`config.mk`:
```
export PLATFORM = sky130hd
export DESIGN_NAME = pc_sequencer
export DESIGN_NICKNAME = d
export VERILOG_FILES = /design/src/rtl/cpu_pkg.sv /design/src/rtl/pc_redirect_hold.sv /design/src/rtl/pc_sequencer.sv
export SDC_FILE = /design/constraint.sdc
export NUM_CORES = 1
export LEC_CHECK = 0
export BUFFER_PORTS_ARGS = -buffer_cell sky130_fd_sc_hd__buf_4
export CORE_MARGIN = 2
export CORE_UTILIZATION = 35
export CTS_CLUSTER_DIAMETER = 200
export DETAILED_ROUTE_END_ITERATION = 10
export PLACE_DENSITY_LB_ADDON = 0.2
export SLEW_MARGIN = 20
export SYNTH_ARGS = -nofsm -noshare
export SYNTH_HDL_FRONTEND = slang
export SYNTH_SLANG_ARGS = --single-unit
```
`constraint.sdc`:
```
create_clock -name clk -period 1.7 [get_ports clk]
set_input_delay 0.085 -clock clk [delete_from_list [all_inputs] [get_ports clk]]
set_output_delay 0.085 -clock clk [all_outputs]
set_load 0.05 [all_outputs]
```
`src/rtl/cpu_pkg.sv`:
```
// cpu_pkg: shared types and default constants for the 16-bit pipelined core.
package cpu_pkg;

  localparam int ADDR_W = 16;

  typedef logic [ADDR_W-1:0] addr_t;

  typedef enum logic [2:0] {
    BOOT,
    RUN,
    FLUSH,
    HALT,
    EXC
  } pc_state_e;

  localparam addr_t DEF_RESET_VEC = 16'h0000;
  localparam addr_t DEF_EXC_VEC   = 16'h0002;
  localparam int    DEF_PC_INC    = 2;

  // Sequential fetch address; wraps modulo 2^16.
  function automatic addr_t pc_step(input addr_t pc, input addr_t inc);
    return pc + inc;
  endfunction

endpackage

```
`src/rtl/pc_redirect_hold.sv`:
```
// pc_redirect_hold: holds a redirect target that arrived while instruction memory
// was not ready, until the sequencer applies it on the next ready cycle.
module pc_redirect_hold
  import cpu_pkg::*;
(
  input  logic              clk,
  input  logic              rst,
  input  logic              set,
  input  logic [ADDR_W-1:0] set_target,
  input  logic              clear,
  output logic              vld,
  output logic [ADDR_W-1:0] target
);

  always_ff @(posedge clk or negedge rst) begin
    if (!rst) begin
      vld    <= 1'b0;
      target <= '0;
    end else if (set) begin
      vld    <= 1'b1;
      target <= set_target;
    end else if (clear) begin
      vld    <= 1'b0;
    end
  end

endmodule

```
`src/rtl/pc_sequencer.sv`:
```
// pc_sequencer: next-PC select, redirect flush strobes and halt control for the PC register.
// Exception support (EXC state, epc, EXC_VEC redirect) is built only with `define PC_SEQ_EXC_EN.
module pc_sequencer
  import cpu_pkg::*;
#(
  parameter addr_t RESET_VEC    = DEF_RESET_VEC,
  parameter int    PC_INC       = DEF_PC_INC,
  parameter int    FLUSH_CYCLES = 2,
  parameter addr_t EXC_VEC      = DEF_EXC_VEC
) (
  input  logic              clk,
  input  logic              rst,
  input  logic [ADDR_W-1:0] pc_cur,
  input  logic              imem_ready,
  input  logic              stall_req,
  input  logic              branch_req,
  input  logic [ADDR_W-1:0] branch_target,
  input  logic              halt_req,
  input  logic              resume,
  input  logic              exc_req,
  output logic [ADDR_W-1:0] pc_next,
  output logic              pc_write,
  output logic              if_id_flush,
  output logic              id_ex_flush,
  output logic              halted,
  output logic [ADDR_W-1:0] epc
);

  localparam addr_t     INC        = addr_t'(PC_INC);
  localparam logic [1:0] FLUSH_LOAD = 2'(FLUSH_CYCLES - 1);
  // With a single flush cycle there is nothing left to hold after the redirect itself.
  localparam pc_state_e REDIR_ST   = (FLUSH_CYCLES > 1) ? FLUSH : RUN;

  pc_state_e  state, state_nxt;
  logic [1:0] cnt, cnt_nxt;
  logic       halted_q;
  logic       exc;
  logic       pend_vld, pend_set, pend_clr;
  addr_t      pend_tgt, pend_tgt_in;
  addr_t      pc_next_c;
  logic       pc_write_c, epc_load;

  pc_redirect_hold u_hold (
    .clk       (clk),
    .rst       (rst),
    .set       (pend_set),
    .set_target(pend_tgt_in),
    .clear     (pend_clr),
    .vld       (pend_vld),
    .target    (pend_tgt)
  );

  always_comb begin
    pc_next_c   = pc_step(pc_cur, INC);
    pc_write_c  = 1'b0;
    if_id_flush = (state == FLUSH);
    id_ex_flush = 1'b0;
    state_nxt   = state;
    cnt_nxt     = cnt;
    pend_set    = 1'b0;
    pend_clr    = 1'b0;
    pend_tgt_in = branch_target;
    epc_load    = 1'b0;

    if (state == FLUSH) begin
      cnt_nxt = cnt - 2'd1;
      if (cnt <= 2'd1) state_nxt = RUN;
    end

    if (state == BOOT) begin
      pc_next_c  = RESET_VEC;
      pc_write_c = 1'b1;
      state_nxt  = RUN;
    end else if (imem_ready) begin
      if (exc) begin
        epc_load    = 1'b1;
        pc_next_c   = EXC_VEC;
        pc_write_c  = 1'b1;
        if_id_flush = 1'b1;
        id_ex_flush = 1'b1;
        pend_clr    = 1'b1;
        state_nxt   = REDIR_ST;
        cnt_nxt     = FLUSH_LOAD;
      end else if (pend_vld) begin
        // Flushes already went out when the redirect arrived.
        pc_next_c  = pend_tgt;
        pc_write_c = 1'b1;
        pend_clr   = 1'b1;
        state_nxt  = REDIR_ST;
        cnt_nxt    = FLUSH_LOAD;
      end else if (branch_req && state != HALT) begin
        pc_next_c   = branch_target;
        pc_write_c  = 1'b1;
        if_id_flush = 1'b1;
        id_ex_flush = 1'b1;
        state_nxt   = REDIR_ST;
        cnt_nxt     = FLUSH_LOAD;
      end else if (state == HALT) begin
        if (resume) begin
          pc_write_c = 1'b1;
          state_nxt  = RUN;
        end
      end else if (halt_req) begin
        state_nxt = HALT;
      end else if (stall_req) begin
        id_ex_flush = 1'b1;
      end else begin
        pc_write_c = 1'b1;
      end
    end else begin
      if (exc) begin
        epc_load    = 1'b1;
        pend_set    = 1'b1;
        pend_tgt_in = EXC_VEC;
        if_id_flush = 1'b1;
        id_ex_flush = 1'b1;
        state_nxt   = EXC;
      end else if (branch_req && !pend_vld && state != HALT && state != EXC) begin
        pend_set    = 1'b1;
        if_id_flush = 1'b1;
        id_ex_flush = 1'b1;
      end else if (state == HALT) begin
        if (resume) state_nxt = RUN;
      end else if (halt_req && state != EXC) begin
        state_nxt = HALT;
      end else if (stall_req && state != EXC) begin
        id_ex_flush = 1'b1;
      end
    end
  end

  assign pc_next  = pc_next_c;
  assign pc_write = pc_write_c & rst;
  assign halted   = halted_q;

  always_ff @(posedge clk or negedge rst) begin
    if (!rst) begin
      state    <= BOOT;
      cnt      <= '0;
      halted_q <= 1'b0;
    end else begin
      state    <= state_nxt;
      cnt      <= cnt_nxt;
      halted_q <= (state_nxt == HALT);
    end
  end

`ifdef PC_SEQ_EXC_EN
  addr_t epc_q;

  assign exc = exc_req;
  assign epc = epc_q;

  always_ff @(posedge clk or negedge rst) begin
    if (!rst)          epc_q <= '0;
    else if (epc_load) epc_q <= pc_cur;
  end
`else
  logic unused_exc;

  assign exc        = 1'b0;
  assign epc        = '0;
  assign unused_exc = ^{exc_req, EXC_VEC, epc_load};
`endif

endmodule
```
# == Word level (Yosys, flattened, before mapping) ==
# Cells that the tools add are included.
# word_totals
reg_bits,23
input_bits,40
output_inout_bits,36
wordCells,76
# op_classes
addsub,2
n_bitwise,1
order_cmp,1
n_reduce_logical,9
n_mux,53
eq_ne,5
# op_table
cell,count
$mux 16,4
$mux 3,12
$mux 1,32
$add 16x2->16 const B,1
$mux 2,5
$eq 3x2->1 const B,3
$logic_and 1x1->1,6
$logic_not 3->1,1
$ne 3x2->1 const B,1
$ne 3x3->1 const B,1
$le 2x1->1 const B,1
$reduce_bool 2->1,1
$sub 2x1->2 const B,1
$and 1x1->1,1
$logic_not 1->1,1

# == Longest topological paths before layout ==
# Gate-level depths: netlist of run 1.
# logic_depth
depth_word,10
mapped_depth,6
mapped_depth_nobuf,6

# == Hierarchy ==
# From an unflattened synthesis of run 1, not the netlist that was laid out.
# unflattened
cells_unflattened,211
hier_area_um2,1998.2
# by_module_without_submodules
module,seq_area_each_um2,area_per_inst_um2,cells_per_inst,instances
pc_sequencer,150.1,1315.0,174,1
pc_redirect_hold,425.4,683.2,37,1

# == Worst setup path before layout of run 1 ==
# No wires, ideal clock.
# synth_path
kind,register to output
startpoint,reg u_hold.vld
endpoint,out pc_next[13]
path_stages_with_launch,6
arrival_time_ps,2371
path_buffers,2
slack_ps,-756
t_required_ps,1615
path_cell_list,dfrtp_1 > buf_6 > and4bb_2 > or2_2 > buf_2 > a221oi_1
# synth_via
elab_chain_len,3
# synth_rtl
item,line,rtl
start: declaration,pc_redirect_hold.sv:11,"output logic vld,"
start signal: assignment,pc_redirect_hold.sv:17,vld <= 1'b0;
start signal: assignment,pc_redirect_hold.sv:20,vld <= 1'b1;
start signal: assignment,pc_redirect_hold.sv:23,vld <= 1'b0;
$mux 16,pc_sequencer.sv:84,end else if (pend_vld) begin
$mux 16,pc_sequencer.sv:74,end else if (imem_ready) begin
$mux 16,pc_sequencer.sv:70,if (state == BOOT) begin
end: declaration,pc_sequencer.sv:21,"output logic [ADDR_W-1:0] pc_next,"
# Every way passes these cells.

# == Final worst setup path of run 1 ==
# layout_path
startpoint,reg u_hold.vld
endpoint,out pc_next[15]
# Same word-level chain as after synthesis.

==> results of run 1 <==
==> sequential cells by signal, indices dropped and copies added, names as in the netlist <==
name / count
u_hold.target: 16
state: 3
cnt: 2
halted: 1
u_hold.vld: 1
==> layout make-up <==
class	instances	area [um2]	share of cell area [%]
clock buffers	4	45.0	1.29
inverters	6	23.8	0.683
multi-input cells	176	1740	49.9
flip-flops and latches	23	581	16.7
well taps	72	90.1	2.59
repair buffers	111	1000	28.8
==> report_power, final <==
group	switching (uW)	internal [uW]	leakage [uW]
registers	207	802	0.000269
logic	2240	2030	0.00118
clock network	199	168	0.0000228
==> timing repair <==
action	in CTS	in global routing
hold buffers	1	0
gates cloned	2	0
endpoints found under the hold margin	23	0
setup endpoints to repair	36	40
buffers inserted	13	4
gates resized for setup	84	15
pin swaps	22	9
==> how the worst min path moves through the flow <==
stage / startpoint / cells after the start / endpoint
finish: branch_target[0] / 2 / u_hold.target[0]$_DFFE_PN0P_
CTS: branch_target[0] / 2 / u_hold.target[0]$_DFFE_PN0P_
detailed placement: rst / 2 / halted$_DFF_PN0_
global route: branch_target[13] / 2 / u_hold.target[13]$_DFFE_PN0P_
floorplan: rst / 0 / cnt[0]$_DFF_PN0_
global placement: rst / 2 / halted$_DFF_PN0_
==> metal layers <==
metal | share of wire, % | up-vias | global-route usage (%)
met3 | 4.4 | 6 | 2.27
li1 | - | 996 | -
met2 | 51 | 58 | 37.7
met5 | 0 | - | 0
met1 | 44 | 1059 | 31.6
met4 | 0.85 | 0 | 3.62
==> per-stage QoR <==
step | hold slack (ns) | setup slack, ns
global route | 0.0447 | -0.312
detailed placement | 0.118 | -0.106
finish | 0.0473 | -0.274
CTS | 0.0491 | -0.251
global placement | 0.114 | -0.0693
floorplan | -0.211 | -0.0839
==> placed cells by master (no fill, tap or decap), types with 4 or more instances in the layout <==
cell      count
buf_4        72
buf_6        34
dfrtp_1      19
mux2_4       16
conb_1       16
nand2_1       9
o22ai_1       8
a221oi_4      8
xor2_1        7
nand3_1       6
a21oi_1       6
inv_1         5
nand4_1       5
o21ai_0       5
nor2_4        4
a22oi_2       4
and3_1        4
nor3_1        4
nand2b_1      4
nor2_1        4
dfrtp_2       4
==> worst max-delay path, cell delays in order (launching register included) <==
cell      delay (ns)
dfrtp_2         0.45
buf_6           0.13
and4bb_4        0.34
or2_4           0.22
nand4_1         0.12
and3_4          0.21
buf_8           0.15
==> cells by family after synthesis <==
kind of cell | Yosys count | synth area share, %
buffers and inverters | 35 | 11.2
other | 1 | 0.191
multiplexers | 19 | 12.5
AO/OA/AOI/OAI | 66 | 23.3
adder cells (fa/ha/maj) | 2 | 1.27
AND/OR/NAND/NOR | 61 | 17.9
flip-flops | 23 | 29.2
XOR/XNOR | 10 | 4.45
==> metrics.txt, run 1 <==
CP Capture Type primary output; Yosys reg bits 23; post-detail-place hpwl 4560 um; CTS tree done; final period utilization 116%; number of hold violations in the final report 0; layout net count 363; n_diodes 0; R2R setup slack -0.19 ns; Setup crit end pc_next[15]; min cycle time layout 1.97 ns; warnings from Yosys 0; Max Root-Sink Buffers 2; Slew Limit Fails 0; GRT Util Overall 22.4%; drt first pass iters 4; die footprint 6240 um2; Clock Pin Slew Worst Setup and Hold Paths 0.10 ns; number of global-route vias before repair 2,187; maximum fanout along the worst path 5; worst-skew pair later-pin latency 0.27 ns; Non-Filler Instances 392; Reg-to-Reg Start u_hold.vld$_DFFE_PN0P_; main area contributors after synthesis dfrtp_1, mux2_4, buf_4, mux2_2, o22ai_1; Post-Syn Area 1970 um2; Critical Path Start u_hold.vld$_DFFE_PN0P_; Worst VDD drop 863 uV; fillcell total 478; first-pass GRT wire length 11,000 um; most frequent cells after synthesis dfrtp_1, buf_4, o22ai_1; die height 79.0 um; antenna-violating nets left 0; via count 2,119; clock skew 0.0105 ns; P per Cell Area 1620 nW/um2; Max Clk Rate 507 MHz; Congestion Overflow GR 0; Yosys cell types 54; Post-Syn Instances 217; Sink Count 23; crit path DAT 1.89 ns; failing checks negative setup slack; CTS H-tree lvls 1; Max-Cap Viols 0; kind of critical path register to primary output; Placeable Area 5470 um2; Post-Syn Area per Cell 9.07 um2; layout cells sized above 1 60.0%; Die X 79.0 um; Final Setup Violations 38; Root Buffer clkbuf_8; status finished, violations left; First DRT Iteration DRCs 116; IO Count 76; # rows 27; EDFF count, synth 0; layout overhead on the synthesized area 76.9%; most numerous cell in the Yosys netlist dfrtp_1; routed wire length 6850 um; port bufs 58; R2R depth 9; Tightest Hold Check Type input port to register; largest area contributor in the netlist dfrtp_1; R2R Path End halted$_DFF_PN0_; largest net degree at the start of global routing 24; total power 5640 uW; RD Place Congestion 0.861; initial core utilization 36.0%; RSZ-0062 raised after global routing yes; post-route cell area 3480 um2; initial antenna violation count 0; leak pwr 0.00147 uW; placed cell areas 2910 um2; part of the Yosys area used for sequential elements 29.2%; DR DRC count 0; Critical Path RT 1.62 ns; Synth top area share 29.2%; final core occ 63.6%; via/cell ratio 5.41; Setup crit start kind register; TritonCTS buffer count 3; ys async rst share 100%; placed cell count 370; WL/cell 17.5 um; Synth Flop Type dfrtp_1; fin worst setup slack -0.274 ns; setup TNS -4.77 ns
No activity file was read; power rests on OpenSTA's default activity.
==> run 2: changes to the inputs <==
--- a/config.mk
+++ b/config.mk
@@ -5,11 +5,12 @@
 export SDC_FILE = /design/constraint.sdc
 export NUM_CORES = 1
 export LEC_CHECK = 0
-export BUFFER_PORTS_ARGS = -buffer_cell sky130_fd_sc_hd__buf_4
+export BUFFER_PORTS_ARGS = -buffer_cell sky130_fd_sc_hd__buf_2
 export CORE_MARGIN = 2
 export CORE_UTILIZATION = 35
 export CTS_CLUSTER_DIAMETER = 200
 export DETAILED_ROUTE_END_ITERATION = 10
+export HOLD_SLACK_MARGIN = 0.1
 export PLACE_DENSITY_LB_ADDON = 0.2
 export SLEW_MARGIN = 20
 export SYNTH_ARGS = -nofsm -noshare
==> metrics.txt, run 2 (synthesis gave the netlist of run 1 again) <==
status finished, violations left; failing checks negative setup slack; Max Root-Sink Buffers 2; R2R setup slack -0.11 ns; Max-Cap Viols 0; R2R depth 6; Placeable Area 5470 um2; IO Count 76; Max Clk Rate 539 MHz; placed cell count 368; Final Setup Violations 36; first-pass GRT wire length 10,800 um; R2R Path End u_hold.target[3]$_DFFE_PN0P_; min cycle time layout 1.86 ns; Reg-to-Reg Start u_hold.vld$_DFFE_PN0P_; flip-flop and latch area 581 um2; post-detail-place hpwl 4400 um; Largest register FFs 16; P per Cell Area 1610 nW/um2; CP Capture Type primary output; initial antenna violation count 0; multi-input logic area 1730 um2; fin worst setup slack -0.156 ns; clock skew 0.00402 ns; Sink Count 23; crit path DAT 1.77 ns; Setup crit start kind register; First DRT Iteration DRCs 78; TritonCTS buffer count 3; most frequent cells in the layout buf_2, buf_4, buf_6; CTS H-tree lvls 1; WHS 0.176 ns; routed wire length 6760 um; via/cell ratio 5.27; Root Buffer clkbuf_8; placed cell areas 2760 um2; post-route cell area 3530 um2; via count 2,130; final period utilization 109%; Tightest Hold Check Type input port to register; # rows 27; WHS Endpoint state[2]$_DFF_PN0_; number of global-route vias before repair 2,168; maximum fanout along the worst path 6; number of hold violations in the final report 0; kind of critical path register to primary output; Congestion Overflow GR 0; layout cells sized above 1 56.0%; most common cell after layout, fill and taps aside buf_2; Worst VDD drop 749 uV; worst-skew pair later-pin latency 0.27 ns; leak pwr 0.00150 uW; antenna-violating nets left 0; port bufs 58; drt first pass iters 4; largest net degree at the start of global routing 24; CTS tree done; RD Place Congestion 0.807; fillcell total 459; beginning of the worst hold path halt_req; Largest regs u_hold.target: 16 flops, state: 3 flops, cnt: 2 flops; RSZ-0062 raised after global routing yes; WL/cell 16.7 um; Non-Filler Instances 404; setup TNS -3.57 ns; Slew Limit Fails 0; n_diodes 0; DR DRC count 0; Hold Path Cell Cnt 2; layout net count 375; Critical Path RT 1.62 ns; Die X 79.0 um; die height 79.0 um; register name with the most flops u_hold.target; die footprint 6240 um2; initial core utilization 36.0%; layout overhead on the synthesized area 79.1%; GRT Util Overall 22.0%; Clock Pin Slew Worst Setup and Hold Paths 0.08 ns
-- run 2: how the worst max path moves through the flow --
stage	end	from	slack, ns
after floorplan	pc_write	state[2]$_DFF_PN0_	-0.08
after global placement	pc_next[11]	state[1]$_DFF_PN0_	-0.08
after detailed placement	pc_next[13]	state[2]$_DFF_PN0_	-0.07
after CTS	pc_next[13]	u_hold.vld$_DFFE_PN0P_	-0.16
after global routing	pc_next[15]	u_hold.vld$_DFFE_PN0P_	-0.22
final	pc_next[12]	state[1]$_DFF_PN0_	-0.16
-- run 2: critical path, cell delays in order, from the launching register on --
cell and delay, ns:
dfrtp_2 0.47, buf_6 0.15, o31a_1 0.30, o311ai_2 0.07, buf_4 0.16, o21ai_2 0.07, o2bb2ai_4 0.13, buf_8 0.15
-- run 2: area by class of cell --
type / count / area share (%)
Multi-Input combinational cell: 176 / 48.9
Sequential cell: 23 / 16.5
Timing Repair Buffer: 123 / 30.1
Clock buffer: 4 / 1.28
Inverter: 6 / 0.639
Tap cell: 72 / 2.56
-- run 2: report_power, final --
group	internal (uW)	switching, uW	leakage [uW]	total (uW)
Clock	168	187	0.0000228	355
Combinational	2060	2260	0.00121	4320
Sequential	802	200	0.000269	1000
-- run 2: repair_timing --
| item | in CTS | in global routing |
|---|---|---|
| cloned | 3 | 0 |
| pin swaps | 23 | 10 |
| hold buffers | 17 | 0 |
| endpoints found under the setup margin | 37 | 38 |
| setup buffers | 12 | 2 |
| endpoints found under the hold margin | 39 | 0 |
| gates resized for setup | 95 | 13 |
-- run 2: per-stage QoR --
| step | power, uW | worst slack (ns) | util, % |
|---|---|---|---|
| after floorplan | 3340 | -0.0839 | - |
| after global placement | 4180 | -0.0834 | 50.4 |
| after detailed placement | 4210 | -0.0677 | 50.4 |
| after CTS | 5520 | -0.159 | 63.0 |
| after global routing | 5960 | -0.225 | 64.4 |
| final | 5680 | -0.156 | 64.4 |
-- run 2: per-layer routing --
layer / GRT usage [%] / part of all wire, % / vias up
met5: 0 / 0 / -
met4: 6.21 / 1.4 / 0
met3: 3.18 / 4.8 / 8
met2: 37.1 / 50 / 70
met1: 29.5 / 44 / 1023
li1: - / - / 1029
==> run 3: changes to the inputs <==
--- a/config.mk
+++ b/config.mk
@@ -5,13 +5,14 @@
 export SDC_FILE = /design/constraint.sdc
 export NUM_CORES = 1
 export LEC_CHECK = 0
-export BUFFER_PORTS_ARGS = -buffer_cell sky130_fd_sc_hd__buf_2
+export BUFFER_PORTS_ARGS = -buffer_cell sky130_fd_sc_hd__clkbuf_2
 export CORE_MARGIN = 2
 export CORE_UTILIZATION = 35
 export CTS_CLUSTER_DIAMETER = 200
 export DETAILED_ROUTE_END_ITERATION = 10
 export HOLD_SLACK_MARGIN = 0.1
 export PLACE_DENSITY_LB_ADDON = 0.2
+export REMOVE_ABC_BUFFERS = 1
 export SLEW_MARGIN = 20
 export SYNTH_ARGS = -nofsm -noshare
 export SYNTH_HDL_FRONTEND = slang
==> metrics.txt, run 3 (synthesis gave the netlist of run 1 again) <==
Reg-to-Reg Start u_hold.vld$_DFFE_PN0P_; Root Buffer clkbuf_8; RSZ-0062 raised after global routing yes; Clock Pin Slew Worst Setup and Hold Paths 0.09 ns; WHS Endpoint state[2]$_DFF_PN0_; Max Clk Rate 522 MHz; worst-skew pair later-pin latency 0.27 ns; R2R Path End u_hold.target[9]$_DFFE_PN0P_; n_diodes 0; final period utilization 113%; placed cell areas 2680 um2; most common cell after layout, fill and taps aside clkbuf_2; leak pwr 0.00150 uW; Slew Limit Fails 0; crit-path cells and4bb_4 > or2_4 > a221oi_2 > buf_4 > buf_12; # rows 27; via/cell ratio 5.29; drt first pass iters 4; R2R setup slack -0.04 ns; port bufs 58; WHS 0.198 ns; fillcell total 463; clock skew 0.00385 ns; initial core utilization 36.0%; Placeable Area 5470 um2; layout cells sized above 1 54.5%; maximum fanout along the worst path 7; IO Count 76; RD Place Congestion 0.830; CP Capture Type primary output; Largest regs u_hold.target: 16 flops, state: 3 flops, cnt: 2 flops; via count 2,147; crit path DAT 1.83 ns; Max Root-Sink Buffers 2; min cycle time layout 1.92 ns; Max-Cap Viols 0; initial antenna violation count 0; first-pass GRT wire length 10,700 um; register name with the most flops u_hold.target; post-route cell area 3440 um2; WL/cell 16.7 um; Largest register FFs 16; failing checks negative setup slack; total power 5680 uW; kind of critical path register to primary output; Non-Filler Instances 406; placed cell count 372; largest stage delay on the critical path 0.45 ns; routed wire length 6800 um; TritonCTS buffer count 3; GRT Util Overall 21.7%; Worst VDD drop 723 uV; Hold Path Cell Cnt 2; largest net degree at the start of global routing 24; CTS H-tree lvls 1; Final Setup Violations 32; DR DRC count 0; Tightest Hold Check Type input port to register; number of global-route vias before repair 2,207; beginning of the worst hold path halt_req; Setup crit start kind register; layout net count 377; number of hold violations in the final report 0; Die X 79.0 um; die footprint 6240 um2; Critical-path top delay cell dfrtp_2; Critical Path RT 1.62 ns; Sink Count 23; die height 79.0 um; setup TNS -3.05 ns; layout overhead on the synthesized area 74.9%; CTS tree done; post-detail-place hpwl 4400 um; First DRT Iteration DRCs 59; R2R depth 5; most frequent cells in the layout clkbuf_2, buf_4, dfrtp_1; Congestion Overflow GR 0; fin worst setup slack -0.217 ns; P per Cell Area 1650 nW/um2; status finished, violations left; antenna-violating nets left 0
run 3: cell count changes in the layout (fill, tap and decap cells not counted), sizes merged:
cell	change
clkbuf	+41
buf	-40
clkinvlp	+1
run 3: area by class of cell:
| class | instances | area (um2) | share of cell area (%) |
|---|---|---|---|
| Inverter | 6 | 26.3 | 0.763 |
| Clock buffer | 3 | 41.3 | 1.20 |
| Clock inverter | 1 | 5.00 | 0.145 |
| Tap cell | 72 | 90.1 | 2.62 |
| Multi-Input combinational cell | 176 | 1560 | 45.4 |
| Sequential cell | 23 | 581 | 16.9 |
| Timing Repair Buffer | 125 | 1130 | 33.0 |
run 3: repair_timing:
item / CTS / global route
setup buffers: 9 / 3
resized for setup: 64 / 45
endpoints found under the hold margin: 39 / 0
hold buffers: 17 / 0
pin swaps: 26 / 22
setup endpoints to repair: 36 / 33
gates cloned: 3 / 0
run 3: worst max path at each step:
stage | start | endpoint | slack [ns]
after CTS | u_hold.vld$_DFFE_PN0P_ | pc_next[15] | -0.21
after detailed placement | u_hold.vld$_DFFE_PN0P_ | pc_next[9] | -0.15
after global routing | u_hold.vld$_DFFE_PN0P_ | pc_next[7] | -0.27
final | u_hold.vld$_DFFE_PN0P_ | pc_next[9] | -0.22
after floorplan | u_hold.vld$_DFFE_PN0P_ | pc_next[13] | -0.85
after global placement | state[0]$_DFF_PN0_ | u_hold.target[8]$_DFFE_PN0P_ | -0.09
run 3: metrics by stage:
step	worst slack (ns)	util [%]
6_report	-0.217	62.9
5_1_grt	-0.274	62.9
4_1_cts	-0.208	60.1
3_5_place_dp	-0.146	48.9
3_3_place_gp	-0.0915	48.9
2_1_floorplan	-0.849	-
run 3: worst max-delay path: cells and delay by family, from the launching register on:
| kind | cells | cell delay [ns] |
|---|---|---|
| simple gates | 2 | 0.58 |
| flops | 1 | 0.45 |
| buf+inv | 2 | 0.28 |
| compound gates | 1 | 0.25 |
run 3: where the power goes:
part	switching [uW]	internal (uW)	total, uW
registers	204	802	1010
logic	2170	2150	4320
clock network	190	164	354
run 3: layer usage:
layer | track usage, % | wire [um]
met4 | 5.69 | 79
met5 | 0 | 0
met2 | 37.5 | 3470
met1 | 28.6 | 2850
met3 | 3.07 | 405
